[src/rtl/clock_set_ctrl.sv]
// Mode/sequencing controller for the digital-clock digit-counter chain.
// Optional auto-repeat of btn_inc is built when AUTO_REPEAT_EN is defined.
module clock_set_ctrl #(
    parameter int BLINK_HALF    = 8,
    parameter int REPEAT_DELAY  = 16,
    parameter int REPEAT_PERIOD = 4
) (
    input  logic       clk,
    input  logic       reset,
    input  logic       tick,
    input  logic       btn_mode,
    input  logic       btn_inc,
    input  logic       sec_carry,
    input  logic       min_carry,
    output logic       sec_cin,
    output logic       min_cin,
    output logic       hr_cin,
    output logic [1:0] mode,
    output logic       blank_hr,
    output logic       blank_min,
    output logic       blank_sec
);

    typedef enum logic [1:0] {
        RUN     = 2'd0,
        SET_HR  = 2'd1,
        SET_MIN = 2'd2,
        SET_SEC = 2'd3
    } mode_t;

    localparam int BW = (BLINK_HALF > 2) ? $clog2(BLINK_HALF) : 1;

    if (BLINK_HALF < 2 || REPEAT_PERIOD < 1 || REPEAT_PERIOD > REPEAT_DELAY) begin : g_bad_params
        $error("clock_set_ctrl: illegal parameter combination");
    end

    mode_t          mode_reg, mode_next;
    mode_t          inc_sel_reg;
    logic           mode_hist_reg, inc_hist_reg;
    logic           tick_q_reg, inc_q_reg;
    logic [BW-1:0]  blink_cnt_reg;
    logic           phase_reg;
    logic           mode_rise, inc_rise, rep_fire, inc_fire;

    assign mode_rise = btn_mode & ~mode_hist_reg;
    assign inc_rise  = btn_inc & ~inc_hist_reg;

    // Next-state: one advance per btn_mode rise, wrapping back to RUN.
    always_comb begin
        mode_next = mode_reg;
        if (mode_rise) begin
            case (mode_reg)
                RUN:     mode_next = SET_HR;
                SET_HR:  mode_next = SET_MIN;
                SET_MIN: mode_next = SET_SEC;
                default: mode_next = RUN;
            endcase
        end
    end

    always_ff @(posedge clk) begin
        if (!reset) begin
            mode_reg <= RUN;
        end else begin
            mode_reg <= mode_next;
        end
    end

`ifdef AUTO_REPEAT_EN
    localparam int RW = $clog2(REPEAT_DELAY + 1);

    logic          rep_arm_reg;
    logic [RW-1:0] rep_cnt_reg;

    assign rep_fire = rep_arm_reg & btn_inc & ~mode_rise & (mode_reg != RUN)
                    & (rep_cnt_reg == RW'(REPEAT_DELAY));

    // Arming only on a rise inside the current SET mode keeps repeat off
    // after a mode change until btn_inc has been released.
    always_ff @(posedge clk) begin
        if (!reset) begin
            rep_arm_reg <= 1'b0;
            rep_cnt_reg <= '0;
        end else if (!btn_inc || mode_rise || mode_reg == RUN) begin
            rep_arm_reg <= 1'b0;
            rep_cnt_reg <= '0;
        end else if (inc_rise) begin
            rep_arm_reg <= 1'b1;
            rep_cnt_reg <= RW'(1);
        end else if (rep_arm_reg) begin
            if (rep_fire) begin
                rep_cnt_reg <= RW'(REPEAT_DELAY - REPEAT_PERIOD + 1);
            end else begin
                rep_cnt_reg <= rep_cnt_reg + RW'(1);
            end
        end
    end
`else
    assign rep_fire = 1'b0;
`endif

    assign inc_fire = (inc_rise & (mode_reg != RUN)) | rep_fire;

    always_ff @(posedge clk) begin
        if (!reset) begin
            mode_hist_reg <= 1'b1;
            inc_hist_reg  <= 1'b1;
            tick_q_reg    <= 1'b0;
            inc_q_reg     <= 1'b0;
            inc_sel_reg   <= RUN;
        end else begin
            mode_hist_reg <= btn_mode;
            inc_hist_reg  <= btn_inc;
            tick_q_reg    <= tick & (mode_reg == RUN);
            inc_q_reg     <= inc_fire;
            inc_sel_reg   <= mode_reg;
        end
    end

    // Blink restarts visible whenever the field changes or gets bumped.
    always_ff @(posedge clk) begin
        if (!reset) begin
            blink_cnt_reg <= '0;
            phase_reg     <= 1'b0;
        end else if (mode_rise || inc_fire || mode_reg == RUN) begin
            blink_cnt_reg <= '0;
            phase_reg     <= 1'b0;
        end else if (blink_cnt_reg == BW'(BLINK_HALF - 1)) begin
            blink_cnt_reg <= '0;
            phase_reg     <= ~phase_reg;
        end else begin
            blink_cnt_reg <= blink_cnt_reg + BW'(1);
        end
    end

    assign sec_cin = reset & (tick_q_reg | (inc_q_reg & (inc_sel_reg == SET_SEC)));
    assign min_cin = reset & (((mode_reg == RUN) & sec_carry)
                            | (inc_q_reg & (inc_sel_reg == SET_MIN)));
    assign hr_cin  = reset & (((mode_reg == RUN) & min_carry)
                            | (inc_q_reg & (inc_sel_reg == SET_HR)));

    assign mode      = mode_reg;
    assign blank_hr  = reset & (mode_reg == SET_HR)  & phase_reg;
    assign blank_min = reset & (mode_reg == SET_MIN) & phase_reg;
    assign blank_sec = reset & (mode_reg == SET_SEC) & phase_reg;

endmodule
[config.mk]
export PLATFORM = sky130hd
export DESIGN_NAME = clock_set_ctrl
export DESIGN_NICKNAME = d
export VERILOG_FILES = /design/src/rtl/clock_set_ctrl.sv
export SDC_FILE = /design/constraint.sdc
export NUM_CORES = 1
export LEC_CHECK = 0
export ABC_AREA = 1
export BUFFER_PORTS_ARGS = -buffer_cell sky130_fd_sc_hd__buf_4
export CORE_AREA = 4 4 42 44
export CTS_BUF_LIST = sky130_fd_sc_hd__clkbuf_4
export CTS_CLUSTER_SIZE = 14
export DETAILED_ROUTE_END_ITERATION = 8
export DIE_AREA = 0 0 46 48
export SLEW_MARGIN = 15
export SYNTH_ARGS = -nofsm -noshare
export SYNTH_HDL_FRONTEND = slang
export SYNTH_SLANG_ARGS = --single-unit
[constraint.sdc]
create_clock -name clk -period 1.2 [get_ports clk]
set_input_delay 0.3 -clock clk [delete_from_list [all_inputs] [get_ports clk]]
set_output_delay 0.3 -clock clk [all_outputs]
set_load 0.02 [all_outputs]
-- Word level (Yosys, flattened, before mapping)
Index checks and enable logic that the tools add are counted.
- logic and storage cells: 48
- bits in registers: 12
- output and inout bits: 8
- bits of input ports: 7
- $add $sub $neg: 1
- equality and inequality tests: 7
- mux-type cells: 1
- reductions and logical operators: 6
- bitwise logic cells: 25
- operators with widths (cell ; count):
    bitwise AND 1 bit ; 18
    equality test 2 bit, second input constant ; 4
    case mux 2 bit (3 select lines) ; 1
    equality test 2 x 1 -> 1 bit, second input constant ; 2
    NOT 1 bit ; 4
    adder 3 x 1 -> 3 bit, second input constant ; 1
    equality test 3 bit, second input constant ; 1
    OR 1 bit ; 3
    OR reduction 3 bit ; 1
    zero test 2 bit ; 1
    logical OR 1 bit ; 2
    nonzero test 2 bit ; 1
    OR reduction 2 bit ; 1

-- Depth between registers and ports, before layout
- word-level depth: 6
- mapped depth: 7
- depth with buffers taken out: 7

-- Worst setup path before layout
OpenSTA, ideal clock, no wires.
- path type: flip-flop to output port
- start: register mode_reg[1] (netlist: mode[1])
- end: output port hr_cin
- path slack: -0.242 ns
- arrival time: 1.142 ns
- buffers on the path: 0
- required time: 0.900 ns
- cell stages (with the launch flop): 5
- cells stage by stage: dfxtp_1 -> inv_1 -> ha_1 -> nand2_1 -> a21oi_1
- longest elaborated chain between the ends: 4
- ends and longest elaborated chain (item ; RTL line ; RTL):
    from (decl) ; 37 ; mode_t mode_reg, mode_next;
    from (signal assigned) ; 65 ; mode_reg <= mode_next;
    zero test 2 bit ; 139 ; assign hr_cin = reset & (((mode_reg == RUN) & min_carry)
    bitwise AND 1 bit ; 139 ;
    OR 1 bit ; 140 ; | (inc_q_reg & (inc_sel_reg == SET_HR)));
    bitwise AND 1 bit ; 139 ;
    to (decl) ; 17 ; output logic hr_cin,
Every way passes these cells.

-- Final worst setup path
- start: register mode_reg[0] (netlist: mode[0])
- end: output port hr_cin
The elaborated chain is that of the path after synthesis.

==> summary by stage <==
Die
In this run the vertical extent of the chip is 48 um. The number of ports placed on the die boundary is 15. The floorplan die area is ~0.0022 sq mm. Once the floorplan was initialized, standard cells occupied approximately 38% of the core. Row generation in the floorplan step produced 14 rows. From left edge to right edge, the die measures ~46 um. The core footprint is approximately 0.0014 sq mm.

Place
Routability-driven placement finished with a final weighted congestion of between 0.7 and 0.8. After detailed placement, the total cell area comes to 756 sq um. The count of input and output buffers is 14. The HPWL after detailed placement is ~840 um.

Drt
The number of remaining DRC errors is 0. The average routed wire per standard cell is approximately 11 um. The total via count after detailed routing is 510. In this run the remaining antenna-violating nets after routing total 0. After detailed routing, the number of vias per cell comes to roughly 4.4. The number of search-and-repair iterations in the first detailed-routing pass is 4.

The first routing iteration left 7 violations. The final layout contains routed wiring with a total length of roughly 1300 um.

Global route
For met1 alone, demand over resource in global routing was 15.0%. The total routing resource utilization after global routing is about an eighth. The pin count of the biggest net entering global routing is 8.

The global-route layer with the greatest usage is met2. The number of global-route vias before repair is between 400 and 500. The global-route met2 utilization is between 20% and 30%. The global-route wire length before repair is 2030 um. The number of antenna violations at the first check in global routing came to 0. Summed over all layers, the global routing overflow is 0. For this run, global-route usage on met3 was measured as about 2.3%.

Timing
The final critical-path required period is about 1.5 ns. For the pin with the worst max-slew slack, the measured transition is roughly 0.22 ns. In this run the tightest slew margin relative to its limit is between 80% and 90%. The final count of pins violating max slew came to 0. The total count of hold-check failures in the final report is 0.

Of the available clock period, the critical path in the final layout requires 122%. Setup repair after global routing could not meet its margin everywhere. Setup violations remaining at the end of the flow were counted as 13. Between clock sinks in the finished design, the worst skew comes to between 0.003 and 0.004 ns. Based on the critical path, the design can be clocked at up to 683 MHz. After layout, the worst setup slack is -0.263 ns.

Worst setup path
The nature of the critical path endpoint is a primary output. The maximum cell stage delay along the critical path is 0.35 ns. The worst setup path is launched from a register. The critical path class is reg2out. Traced cell by cell, the critical path runs through inv_4 -> ha_4 -> nand2_2 -> a21oi_4 -> buf_6. The worst path buffer plus inverter count is 2.

The worst path required time is 0.90 ns. The worst-path maximum fanout is 3. On the critical path the largest part of the delay comes from flip-flops. The slowest stage of the critical path belongs to the cell sky130_fd_sc_hd__dfxtp_2.

The arrival time of data at the critical path endpoint is between 1 and 1.5 ns.

Power
The sequential cell fraction of total power is 48.1%. For this design the ratio of total power to cell area is between 900 and 1000 mW/mm^2. Of the total power, the clock network draws between 20% and 30%. The largest voltage drop on the vdd net is around 0.62 mV.

Net switching is 27.1% of the power. The internal power of the cells totals approximately 640 uW. The relative contribution of combinational cells to total power is 22.2%.

For this design the total switching power over the nets is 237 uW. The total leakage power is roughly 0.42 nW.

Clocking
The clock net in this run drives a total of 12 sinks. After clock tree synthesis, the clock-pin slew on the worst setup and hold paths is around 0.08 ns. CTS built an H-tree with a depth of 1. The number of buffers added by the clock tree synthesis step is 3. The maximum clock path buffer count is 2. The number of buffers added to fix hold violations after cts is 0. The insertion delay of the later-clocked pin in the worst-skew pair is about 0.28 ns. The TritonCTS clock tree is built. The CTS root buffer is sky130_fd_sc_hd__clkbuf_4.

Synthesis
In the synthesized netlist the dominant register cell turns out to be sky130_fd_sc_hd__dfxtp_1. The count of synthesis-stage warnings from yosys is 0. The number of flops mapped to enable cells by yosys is 0. Ranked by total cell area, the synthesized netlist is headed by sky130_fd_sc_hd__dfxtp_1 (44%), sky130_fd_sc_hd__ha_1 (14%), sky130_fd_sc_hd__inv_1 (11%).

The fraction of registers with async set/reset is 0%. The number of different library cells used by synthesis comes to 14. The synthesized instance count is 71.

The net count after synthesis is 84. The mapped cell area is 546 sq um. The most common cell in the synthesized netlist is sky130_fd_sc_hd__inv_1.

The synthesized design spends more area on one cell type than any other, namely sky130_fd_sc_hd__dfxtp_1. Sequential elements use approximately 44% of the synthesized area. The synthesized design contains 12 register bits. In the synthesized netlist, the cells that appear most often are sky130_fd_sc_hd__inv_1 (16), sky130_fd_sc_hd__dfxtp_1 (12), sky130_fd_sc_hd__nor2_1 (12), sky130_fd_sc_hd__nand2_1 (11), sky130_fd_sc_hd__ha_1 (6).

Of the post-synthesis cell area, the dominant cell type holds roughly 44%. In this run the mean area of a mapped cell was ~7.7 sq um.

Job
Across the run, the number of max-cap violations was 0.

Status
The checks that failed: negative setup slack. The run finished, with violations left.

Layout
The number of antenna diodes in the final layout is 0. The final standard cell utilization of the core is about two thirds. Once layout is done, the placed cells without fillers occupy around 940 sq um. The number of nets in the final layout is 115. The post-route netlist has a little over half of its cells at a drive strength greater than 1. Compared with the post-synthesis result, the final layout area differs by 71.8%. The flip-flop count of the largest register after layout is 3.

Worst hold path
The class of the most critical hold timing path is in2reg.
[worst register-to-register path: stages, from the launching register on]
cell and delay, ns:
sky130_fd_sc_hd__dfxtp_2 0.37, sky130_fd_sc_hd__inv_4 0.05, sky130_fd_sc_hd__ha_4 0.17, sky130_fd_sc_hd__buf_4 0.14, sky130_fd_sc_hd__buf_6 0.11, sky130_fd_sc_hd__buf_6 0.11
sky130_fd_sc_hd__inv_4 0.04, sky130_fd_sc_hd__nand2_2 0.05, sky130_fd_sc_hd__nor2_4 0.09, sky130_fd_sc_hd__nand3_2 0.10, sky130_fd_sc_hd__nor2_1 0.10
[cells by family after synthesis]
kind of cell	count (synthesis)	synth area share (%)
buffers and inverters	16	11.0
DFF	12	44.0
xor gates and xnor gates	1	1.61
AOI/OAI and AO/OA	6	5.50
adders and majority gates	6	13.8
and+or+nand+nor	30	24.1
[cell type report]
class,count,area (sq um)
repair buffers,26,240
clock inverters,1,3.75
flip-flops and latches,12,245
fillers,118,499
well taps,16,20.0
clock buffers,3,22.5
inverters,16,65.1
multi-input cells,43,340
[power by group through the flow]
stage	clock [mW]	sequential, mW	combinational, mW
floorplan	0	0.434	0.0608
global placement	0	0.428	0.132
detailed placement	0	0.428	0.133
CTS	0.268	0.420	0.191
global route	0.292	0.423	0.211
finish	0.260	0.421	0.194
[layer usage]
metal	part of all wire, %	vias up	wire (um)
met5	0	-	0
li1	-	273	-
met2	53	14	665
met1	42	221	527
met3	4.2	2	53
met4	1.1	0	14
[per-stage QoR]
| step | setup TNS, ns | setup slack (ns) | hold slack (ns) | instances | power, mW |
|---|---|---|---|---|---|
| global placement | -0.0240 | -0.00558 | 0.409 | 108 | 0.559 |
| finish | -2.22 | -0.263 | 0.210 | 117 | 0.875 |
| CTS | -2.11 | -0.255 | 0.209 | 117 | 0.879 |
| detailed placement | -0.209 | -0.0467 | 0.409 | 108 | 0.561 |
| floorplan | -0.0532 | -0.0266 | 0.369 | 71 | 0.495 |
| global route | -3.08 | -0.317 | 0.215 | 117 | 0.926 |
[placed cells by master (no fill, tap or decap)]
cell type                  count
sky130_fd_sc_hd__nor2_2        2
sky130_fd_sc_hd__ha_4          4
sky130_fd_sc_hd__dfxtp_1       8
sky130_fd_sc_hd__nor2_4        1
sky130_fd_sc_hd__or2_2         1
sky130_fd_sc_hd__buf_4        14
sky130_fd_sc_hd__a21oi_4       2
sky130_fd_sc_hd__nor2_1       10
sky130_fd_sc_hd__inv_1        11
sky130_fd_sc_hd__nor3_2        1
sky130_fd_sc_hd__inv_4         2
sky130_fd_sc_hd__buf_6        12
sky130_fd_sc_hd__xnor2_1       1
sky130_fd_sc_hd__inv_2         3
sky130_fd_sc_hd__nand2_2       3
sky130_fd_sc_hd__a21oi_1       2
sky130_fd_sc_hd__nand2_1       8
sky130_fd_sc_hd__o21ai_0       2
sky130_fd_sc_hd__ha_1          2
sky130_fd_sc_hd__clkbuf_4      3
sky130_fd_sc_hd__dfxtp_2       4
sky130_fd_sc_hd__clkinv_1      1
sky130_fd_sc_hd__nand3b_1      1
sky130_fd_sc_hd__nand3_2       1
sky130_fd_sc_hd__nand3_1       2
[path summary, 6_finish.rpt]
| kind | endpoint | slack, ns | cells past startpoint | start |
|---|---|---|---|---|
| min reg2reg | blink_cnt_reg[0] | 0.42 | 1 | blink_cnt_reg[0] |
| max reg2reg | blink_cnt_reg[1] | -0.19 | 10 | mode[0] |
| max | hr_cin | -0.26 | 5 | mode[0] |
| min | mode_hist_reg | 0.21 | 3 | btn_mode |
[what timing repair did]
action / 4_1_cts / 5_1_grt
setup buffers: 6 / 0
pin swaps: 11 / 1
endpoints found under the setup margin: 12 / 14
gates resized for setup: 31 / 2
hold endpoints to repair: 0 / 0
Power figures use the tool's default switching activity.
